--- src/rtl/e800_defs.sv ---
// rtl/e800_defs.sv - shared FSM encodings and sizing helper for the RAM arbiter.
package e800_defs;

  typedef enum logic [1:0] {
    ST_IDLE   = 2'd0,
    ST_ACCESS = 2'd1,
    ST_DONE   = 2'd2
  } state_t;

  // Width of a requester index; a lone requester still needs one bit.
  function automatic int ptr_width(input int n);
    return (n > 1) ? $clog2(n) : 1;
  endfunction

endpackage

--- src/rtl/rr_select.sv ---
// rtl/rr_select.sv - combinational round-robin pick: first set request at or after ptr.
module rr_select
  import e800_defs::*;
#(
  parameter int c_num_req   = 2,
  parameter int c_ptr_width = ptr_width(c_num_req)
) (
  input  logic [c_num_req-1:0]   req_i,
  input  logic [c_ptr_width-1:0] ptr_i,
  output logic [c_ptr_width-1:0] winner_o,
  output logic                   any_o
);

  function automatic logic [c_ptr_width-1:0] rot_idx(input logic [c_ptr_width-1:0] base,
                                                     input int off);
    int s;
    s = int'(base) + off;
    if (s >= c_num_req) s = s - c_num_req;
    return c_ptr_width'(s);
  endfunction

  // Scan from the farthest offset down so the nearest request to ptr is the last one kept.
  always_comb begin
    winner_o = '0;
    any_o    = 1'b0;
    for (int i = c_num_req - 1; i >= 0; i--) begin
      if (req_i[rot_idx(ptr_i, i)]) begin
        winner_o = rot_idx(ptr_i, i);
        any_o    = 1'b1;
      end
    end
  end

endmodule

--- src/rtl/ram_arbiter.sv ---
// rtl/ram_arbiter.sv - round-robin arbiter giving each requester one single-port RAM access.
module ram_arbiter
  import e800_defs::*;
#(
  parameter int c_addr_width = 8,
  parameter int c_data_width = 8,
  parameter int c_num_req    = 2
) (
  input  logic                              i_clock,
  input  logic                              i_reset,
  input  logic [c_num_req-1:0]              i_req,
  input  logic [c_num_req-1:0]              i_we,
  input  logic [c_num_req*c_addr_width-1:0] i_addr,
  input  logic [c_num_req*c_data_width-1:0] i_wdata,
  output logic [c_num_req-1:0]              o_ack,
  output logic [c_data_width-1:0]           o_rdata,
  output logic [c_num_req-1:0]              o_grant,
  output logic                              o_busy,
  output logic                              o_ram_enable_in,
  output logic                              o_ram_enable_out,
  output logic [c_addr_width-1:0]           o_ram_address,
  output logic [c_data_width-1:0]           o_ram_data,
  input  logic [c_data_width-1:0]           i_ram_data
);

  localparam int c_ptr_width = ptr_width(c_num_req);

  state_t                   state_q;
  logic [c_ptr_width-1:0]   ptr_q;
  logic [c_ptr_width-1:0]   win_q;
  logic                     we_q;
  logic [c_addr_width-1:0]  addr_q;
  logic [c_data_width-1:0]  wdata_q;
  logic [c_data_width-1:0]  rdata_q;
  logic [c_num_req-1:0]     ack_q;
  logic [c_num_req-1:0]     grant_q;
  logic                     busy_q;

  logic [c_ptr_width-1:0]   sel_winner;
  logic                     sel_any;

  rr_select #(
    .c_num_req  (c_num_req),
    .c_ptr_width(c_ptr_width)
  ) u_rr_select (
    .req_i   (i_req),
    .ptr_i   (ptr_q),
    .winner_o(sel_winner),
    .any_o   (sel_any)
  );

  always_ff @(posedge i_clock) begin
    if (i_reset) begin
      state_q <= ST_IDLE;
      ptr_q   <= '0;
      win_q   <= '0;
      we_q    <= 1'b0;
      addr_q  <= '0;
      wdata_q <= '0;
      rdata_q <= '0;
      ack_q   <= '0;
      grant_q <= '0;
      busy_q  <= 1'b0;
    end else begin
      case (state_q)
        ST_IDLE: begin
          ack_q <= '0;
          if (sel_any) begin
            win_q   <= sel_winner;
            we_q    <= i_we[sel_winner];
            addr_q  <= i_addr[int'(sel_winner)*c_addr_width +: c_addr_width];
            wdata_q <= i_wdata[int'(sel_winner)*c_data_width +: c_data_width];
            grant_q <= c_num_req'(1) << sel_winner;
            busy_q  <= 1'b1;
            state_q <= ST_ACCESS;
          end
        end
        ST_ACCESS: begin
          if (!we_q) rdata_q <= i_ram_data;
          ack_q   <= grant_q;
          state_q <= ST_DONE;
        end
        ST_DONE: begin
          ack_q   <= '0;
          grant_q <= '0;
          busy_q  <= 1'b0;
          ptr_q   <= (win_q == c_ptr_width'(c_num_req - 1)) ? '0 : win_q + c_ptr_width'(1);
          state_q <= ST_IDLE;
        end
        default: state_q <= ST_IDLE;
      endcase
    end
  end

  // Write strobe is masked by reset so an interrupted write never lands in the RAM.
  assign o_ram_enable_in  = (state_q == ST_ACCESS) && we_q && !i_reset;
  assign o_ram_enable_out = (state_q == ST_ACCESS) && !we_q;
  assign o_ram_address    = addr_q;
  assign o_ram_data       = wdata_q;
  assign o_ack            = ack_q;
  assign o_grant          = grant_q;
  assign o_busy           = busy_q;
  assign o_rdata          = rdata_q;

endmodule
--- config.mk ---
export PLATFORM = sky130hd
export DESIGN_NAME = ram_arbiter
export DESIGN_NICKNAME = d
export VERILOG_FILES = /design/src/rtl/e800_defs.sv /design/src/rtl/rr_select.sv /design/src/rtl/ram_arbiter.sv
export SDC_FILE = /design/constraint.sdc
export NUM_CORES = 1
export LEC_CHECK = 0
export ABC_CLOCK_PERIOD_IN_PS = 2900
export CORE_ASPECT_RATIO = 1.25
export CORE_MARGIN = 2
export CORE_UTILIZATION = 65
export DETAILED_ROUTE_END_ITERATION = 10
export DONT_BUFFER_PORTS = 1
export GPL_TIMING_DRIVEN = 0
export PLACE_DENSITY_LB_ADDON = 0.05
export SLEW_MARGIN = 5
export SYNTH_ARGS = -nofsm -noshare
export SYNTH_HDL_FRONTEND = slang
export SYNTH_HIERARCHICAL = 1
export SYNTH_SLANG_ARGS = --single-unit
export TNS_END_PERCENT = 1
--- constraint.sdc ---
create_clock -name i_clock -period 2.9 [get_ports i_clock]
set_input_delay 0.435 -clock i_clock [delete_from_list [all_inputs] [get_ports i_clock]]
set_output_delay 0.435 -clock i_clock [all_outputs]
set_load 0.005 [all_outputs]
# Word level (Yosys, flattened, before mapping)
# Cells that the tools add are included.
classes:
  addsub: 4
  reduce_logical: 12
  shifts: 3
  mux: 20
  bitwise_logic: 1
  n_eq_ne: 3
  n_lt_le_gt_ge: 5
ops:
  columns: ["operator", "n"]
  rows:
  - ["16-bit by 5-bit indexed part select with 8-bit output", 2]
  - ["1-bit 2-to-1 mux", 14]
  - ["2-bit case mux with 2 select lines", 3]
  - ["1-bit by 2-bit < comparator with 1-bit output (second input constant)", 3]
  - ["2-bit AND reduction", 3]
  - ["2-bit 2-to-1 mux", 2]
  - ["2-bit nonzero test", 2]
  - ["1-bit logical AND", 3]
  - ["1-bit by 1-bit adder with 2-bit output (second input constant)", 1]
  - ["2-bit by 1-bit == test with 1-bit output (second input constant)", 1]
  - ["2-bit == test (second input constant)", 1]
  - ["1-bit by 2-bit greater-or-equal comparator with 1-bit output (second input constant)", 1]
  - ["2-bit greater-or-equal comparator (second input constant)", 1]
  - ["1-bit logical NOT", 2]
  - ["2-bit logical NOT", 1]
  - ["2-bit != test (second input constant)", 1]
  - ["1-bit case mux with 2 select lines", 1]
  - ["2-bit OR reduction", 1]
  - ["1-bit by 1-bit left shift with 2-bit output (first input constant)", 1]
  - ["1-bit subtractor (second input constant)", 2]
  - ["1-bit adder (second input constant)", 1]
  - ["1-bit inverter", 1]
totals:
  out_inout_bits: 31
  inputBits: 46
  wordCells: 58
  register_bits: 34

# Longest topological paths before layout
logic_depth:
  depth_word: 10
  ltp_mapped: 6
  mapped_depth_nobuf: 4

# Modules after synthesis
# Netlist, hierarchy kept.
modules_own_cells:
  columns: ["module", "instances", "seq_area_each_um2", "area_each_um2", "cells_each"]
  rows:
  - ["ram_arbiter", 1, 680.7, 1443.9, 146]
  - ["rr_select", 1, 0.0, 17.5, 3]

# Least setup slack after synthesis
# Ideal clock, no wire load.
synth_path:
  kind: "input to register"
  from: "input port i_req[0]"
  to: "register grant_q[0], in the netlist o_grant[0]"
  n_path_buf: 2
  path_stages: 5
  required_time_ns: 2.783
  slack_ns: 1.459
  setup_time_ns: 0.117
  t_arrival_ns: 1.324
  path_cell_list: "or2_1 -> nor3b_2 -> buf_4 -> buf_4 -> a32o_1"
synth_via:
  elab_chain_len: 7
  elab_cells_between_ends: 13
  classes_between: "1 x eq/ne; 1 x shift; 10 x mux; 1 x reduce/logical"
synth_lines:
  columns: ["item", "line", "text"]
  rows:
  - ["start, declared", "ram_arbiter.sv:11", "input logic [c_num_req-1:0] i_req,"]
  - ["1-bit 2-to-1 mux (implied by the code) (2 in a row)", "rr_select.sv:27", "if (req_i[rot_idx(ptr_i, i)]) begin"]
  - ["1-bit 2-to-1 mux (2 in a row)", "rr_select.sv:27", null]
  - ["1-bit by 1-bit left shift with 2-bit output", "ram_arbiter.sv:73", "grant_q <= c_num_req'(1) << sel_winner;"]
  - ["2-bit 2-to-1 mux", "ram_arbiter.sv:68", "if (sel_any) begin"]
  - ["2-bit case mux with 2 select lines", "ram_arbiter.sv:65", "case (state_q)"]
  - ["end signal, assigned", "ram_arbiter.sv:73", null]
  - ["end, declared", "ram_arbiter.sv:36", "logic [c_num_req-1:0] grant_q;"]
# Parallel ways exist; a longest one is shown, timed or not. The select of a mux whose other input is x is not followed.
# A chain may end at the register's enable or synchronous reset.

# Worst setup path in the final report
layout_path:
  from: "register state_q[0]"
  to: "output port o_ram_enable_out"
layout_via:
  elab_chain_len: 2
layout_lines:
  columns: ["item", "line", "text"]
  rows:
  - ["start, declared", "ram_arbiter.sv:28", "state_t state_q;"]
  - ["start signal, assigned", "ram_arbiter.sv:54", "state_q <= ST_IDLE;"]
  - ["start signal, assigned", "ram_arbiter.sv:75", "state_q <= ST_ACCESS;"]
  - ["start signal, assigned", "ram_arbiter.sv:81", "state_q <= ST_DONE;"]
  - ["2-bit by 1-bit == test with 1-bit output", "ram_arbiter.sv:97", "assign o_ram_enable_out = (state_q == ST_ACCESS) && !we_q;"]
  - ["1-bit logical AND", "ram_arbiter.sv:97", null]
  - ["end, declared", "ram_arbiter.sv:20", "output logic o_ram_enable_out,"]
# No other way between the ends.

==> flow_summary.json <==
{
  "cp.arrival_ps": 1440,
  "drtIter0Drc": 21,
  "fp.dieW_um": 46.4,
  "root_buffer": "clkbuf_4",
  "period_share": 0.647,
  "core_area_mm2": 0.00216,
  "final_common_cell": "dfxtp_1",
  "clk_pin_slew_worst_paths_ps": 100,
  "grt_start_max_net_pins": 12,
  "clock.fmax_ghz": 0.533,
  "yosys_warnings": 6,
  "p_leak_nw": 0.599,
  "maxCapViolations": 0,
  "ir_drop_v": 0.000617,
  "ys.flop_type": "dfxtp_1",
  "rows": 19,
  "antenna_left": 0,
  "clock_skew_ps": 8.58,
  "worst_slack_ps": 1020,
  "final.setup.tns_ps": 0,
  "worst_pin_slew_ps": 473,
  "hold_class": "primary input to flip-flop",
  "cts_tree": "done",
  "post-place-ws_ps": 1360,
  "ios": 77,
  "drc_errors": 0,
  "cts_buffers": 5,
  "grt_first_pass_wirelength_mm": 4.61,
  "synth_nets": 195,
  "h-tree-depth": 2,
  "worst_setup_path_start_kind": "flip-flop",
  "grt_pass1_vias": 1042,
  "portBuffers": 0,
  "antenna_cells": 0,
  "p_per_area_mw_per_mm2": 651,
  "cts_sinks": 34,
  "postCtsHoldBufs": 0,
  "synth_area_mm2": 0.00146,
  "finalHoldViolations": 0,
  "globalplace.congestion": 0.667,
  "yosysSeqAreaShare": 0.466,
  "drt_wl_total_mm": 2.82,
  "outcome": "finished, final reports clean",
  "dieHeight_um": 57.0,
  "rsz0062_at_grt": "no",
  "clkLatencyLatePin_ps": 340,
  "slew_headroom": 0.684,
  "r2r_slack_ps": 1460,
  "drv_slew": 0,
  "cp_max_fo": 9,
  "final_cell_mix": "34 x dfxtp_1, 22 x nor2_1, 19 x mux2i_1",
  "via_per_inst": 5.64,
  "synth_edf_count": 0,
  "area_delta_synth_final_pct": 7.96,
  "cts_max_path_buffers": 2,
  "dieArea_mm2": 0.00265,
  "netlist_instances": 149,
  "post-cts-setup-buffers": 0,
  "drt-wirelength-per-cell_um": 15.0,
  "nNetsFinal": 202,
  "grt_use_total": 0.241,
  "setup_viol": 0,
  "final_layout_size_suffix_gt1_frac": 0.223,
  "drt-pass1-iter-count": 4,
  "crit_path_end_kind": "output port",
  "avgSynthCellArea_um2": 9.81,
  "period_minus_slack_ps": 1880,
  "grt-ovfl-total": 0,
  "ys_async_sr_fraction": 0,
  "ctsResizeCount": 0,
  "start_util": 0.676,
  "synth_cell_type_count": 25,
  "synth-seq-cells": 34,
  "antenna_found_initial": 0,
  "critical_path_class": "flip-flop to output port",
  "crit_required_ps": 2470,
  "hpwl_mm": 2.10,
  "vias": 1060
}
metal layers:
layer	track usage	routed length [µm]
met4	0.0980	36
met5	0	0
met2	0.371	1450
met1	0.290	1120
met3	0.101	222
report_power, final:
part           total, mW  leakage, nW  internal (mW)  switching, mW
Clock              0.336       0.0450          0.178          0.157
Combinational      0.148        0.274         0.0661         0.0821
Sequential         0.543        0.280          0.510         0.0329
Total               1.03        0.599          0.754          0.272
worst max-delay path: stages (launching register included):
cell and delay (ps):
dfxtp_1 460, or3b_1 400, buf_6 160, clkinv_8 70
state kept, by name (all words and copies together) (netlist names):
name,cells
o_ack,2
o_busy,1
o_grant,2
o_ram_address,8
o_ram_data,8
o_rdata,8
ptr_q,1
state_q,2
we_q,1
win_q,1
layout make-up:
class,instances,area [µm²]
fillers,175,586
inverters,3,23.8
flip-flops and latches,34,681
well taps,31,38.8
plain buffers,11,75.1
multi-input cells,101,682
clock inverters,3,40.0
clock buffers,5,37.5
Yosys cell counts, types with 2 or more instances:
| cell type | count | area, µm² |
|---|---|---|
| and2_1 | 2 | 12.5 |
| nor2_1 | 22 | 82.6 |
| buf_6 | 2 | 22.5 |
| buf_4 | 4 | 30.0 |
| inv_1 | 2 | 7.51 |
| nand2_2 | 8 | 50.1 |
| mux2i_1 | 19 | 190 |
| nand2b_1 | 3 | 18.8 |
| dfxtp_1 | 34 | 681 |
| a21oi_1 | 3 | 15.0 |
| a21oi_2 | 8 | 70.1 |
| clkbuf_1 | 2 | 7.51 |
| buf_2 | 3 | 15.0 |
| a211oi_1 | 17 | 128 |
| nand2_1 | 10 | 37.5 |
logic make-up (layout without fill, tap and decap cells):
| logic type | count (synthesis) | count (layout) | share of synthesized area |
|---|---|---|---|
| AO/OA/AOI/OAI | 32 | 32 | 0.170 |
| AND/OR/NAND/NOR | 50 | 50 | 0.167 |
| multiplexers | 19 | 19 | 0.130 |
| flip-flops | 34 | 34 | 0.466 |
| buffers and inverters | 14 | 22 | 0.0676 |
metrics by stage:
step | utilization | std cells | hold WS [ps] | power [mW] | cell area (µm²)
after global placement | 0.693 | 180 | 471 | 0.695 | 1500
after CTS | 0.729 | 188 | 193 | 1.04 | 1580
final | 0.729 | 188 | 208 | 1.03 | 1580
after global routing | 0.729 | 188 | 189 | 1.08 | 1580
after floorplan | - | 149 | 450 | 0.671 | 1460
after detailed placement | 0.693 | 180 | 482 | 0.702 | 1500
path summary, 6_finish.rpt:
path                                               from                      end  cells past startpoint
worst min-delay path                      i_ram_data[4]  o_rdata[4]$_SDFFE_PP0P_                      2
worst min register to register       win_q$_SDFFE_PP0P_       win_q$_SDFFE_PP0P_                      2
worst max-delay path            state_q[0]$_SDFFE_PP0P_         o_ram_enable_out                      3
worst max register to register       ptr_q$_SDFFE_PP0N_        we_q$_SDFFE_PP0P_                      6
Note: power is estimated with default switching activity, not from simulation.
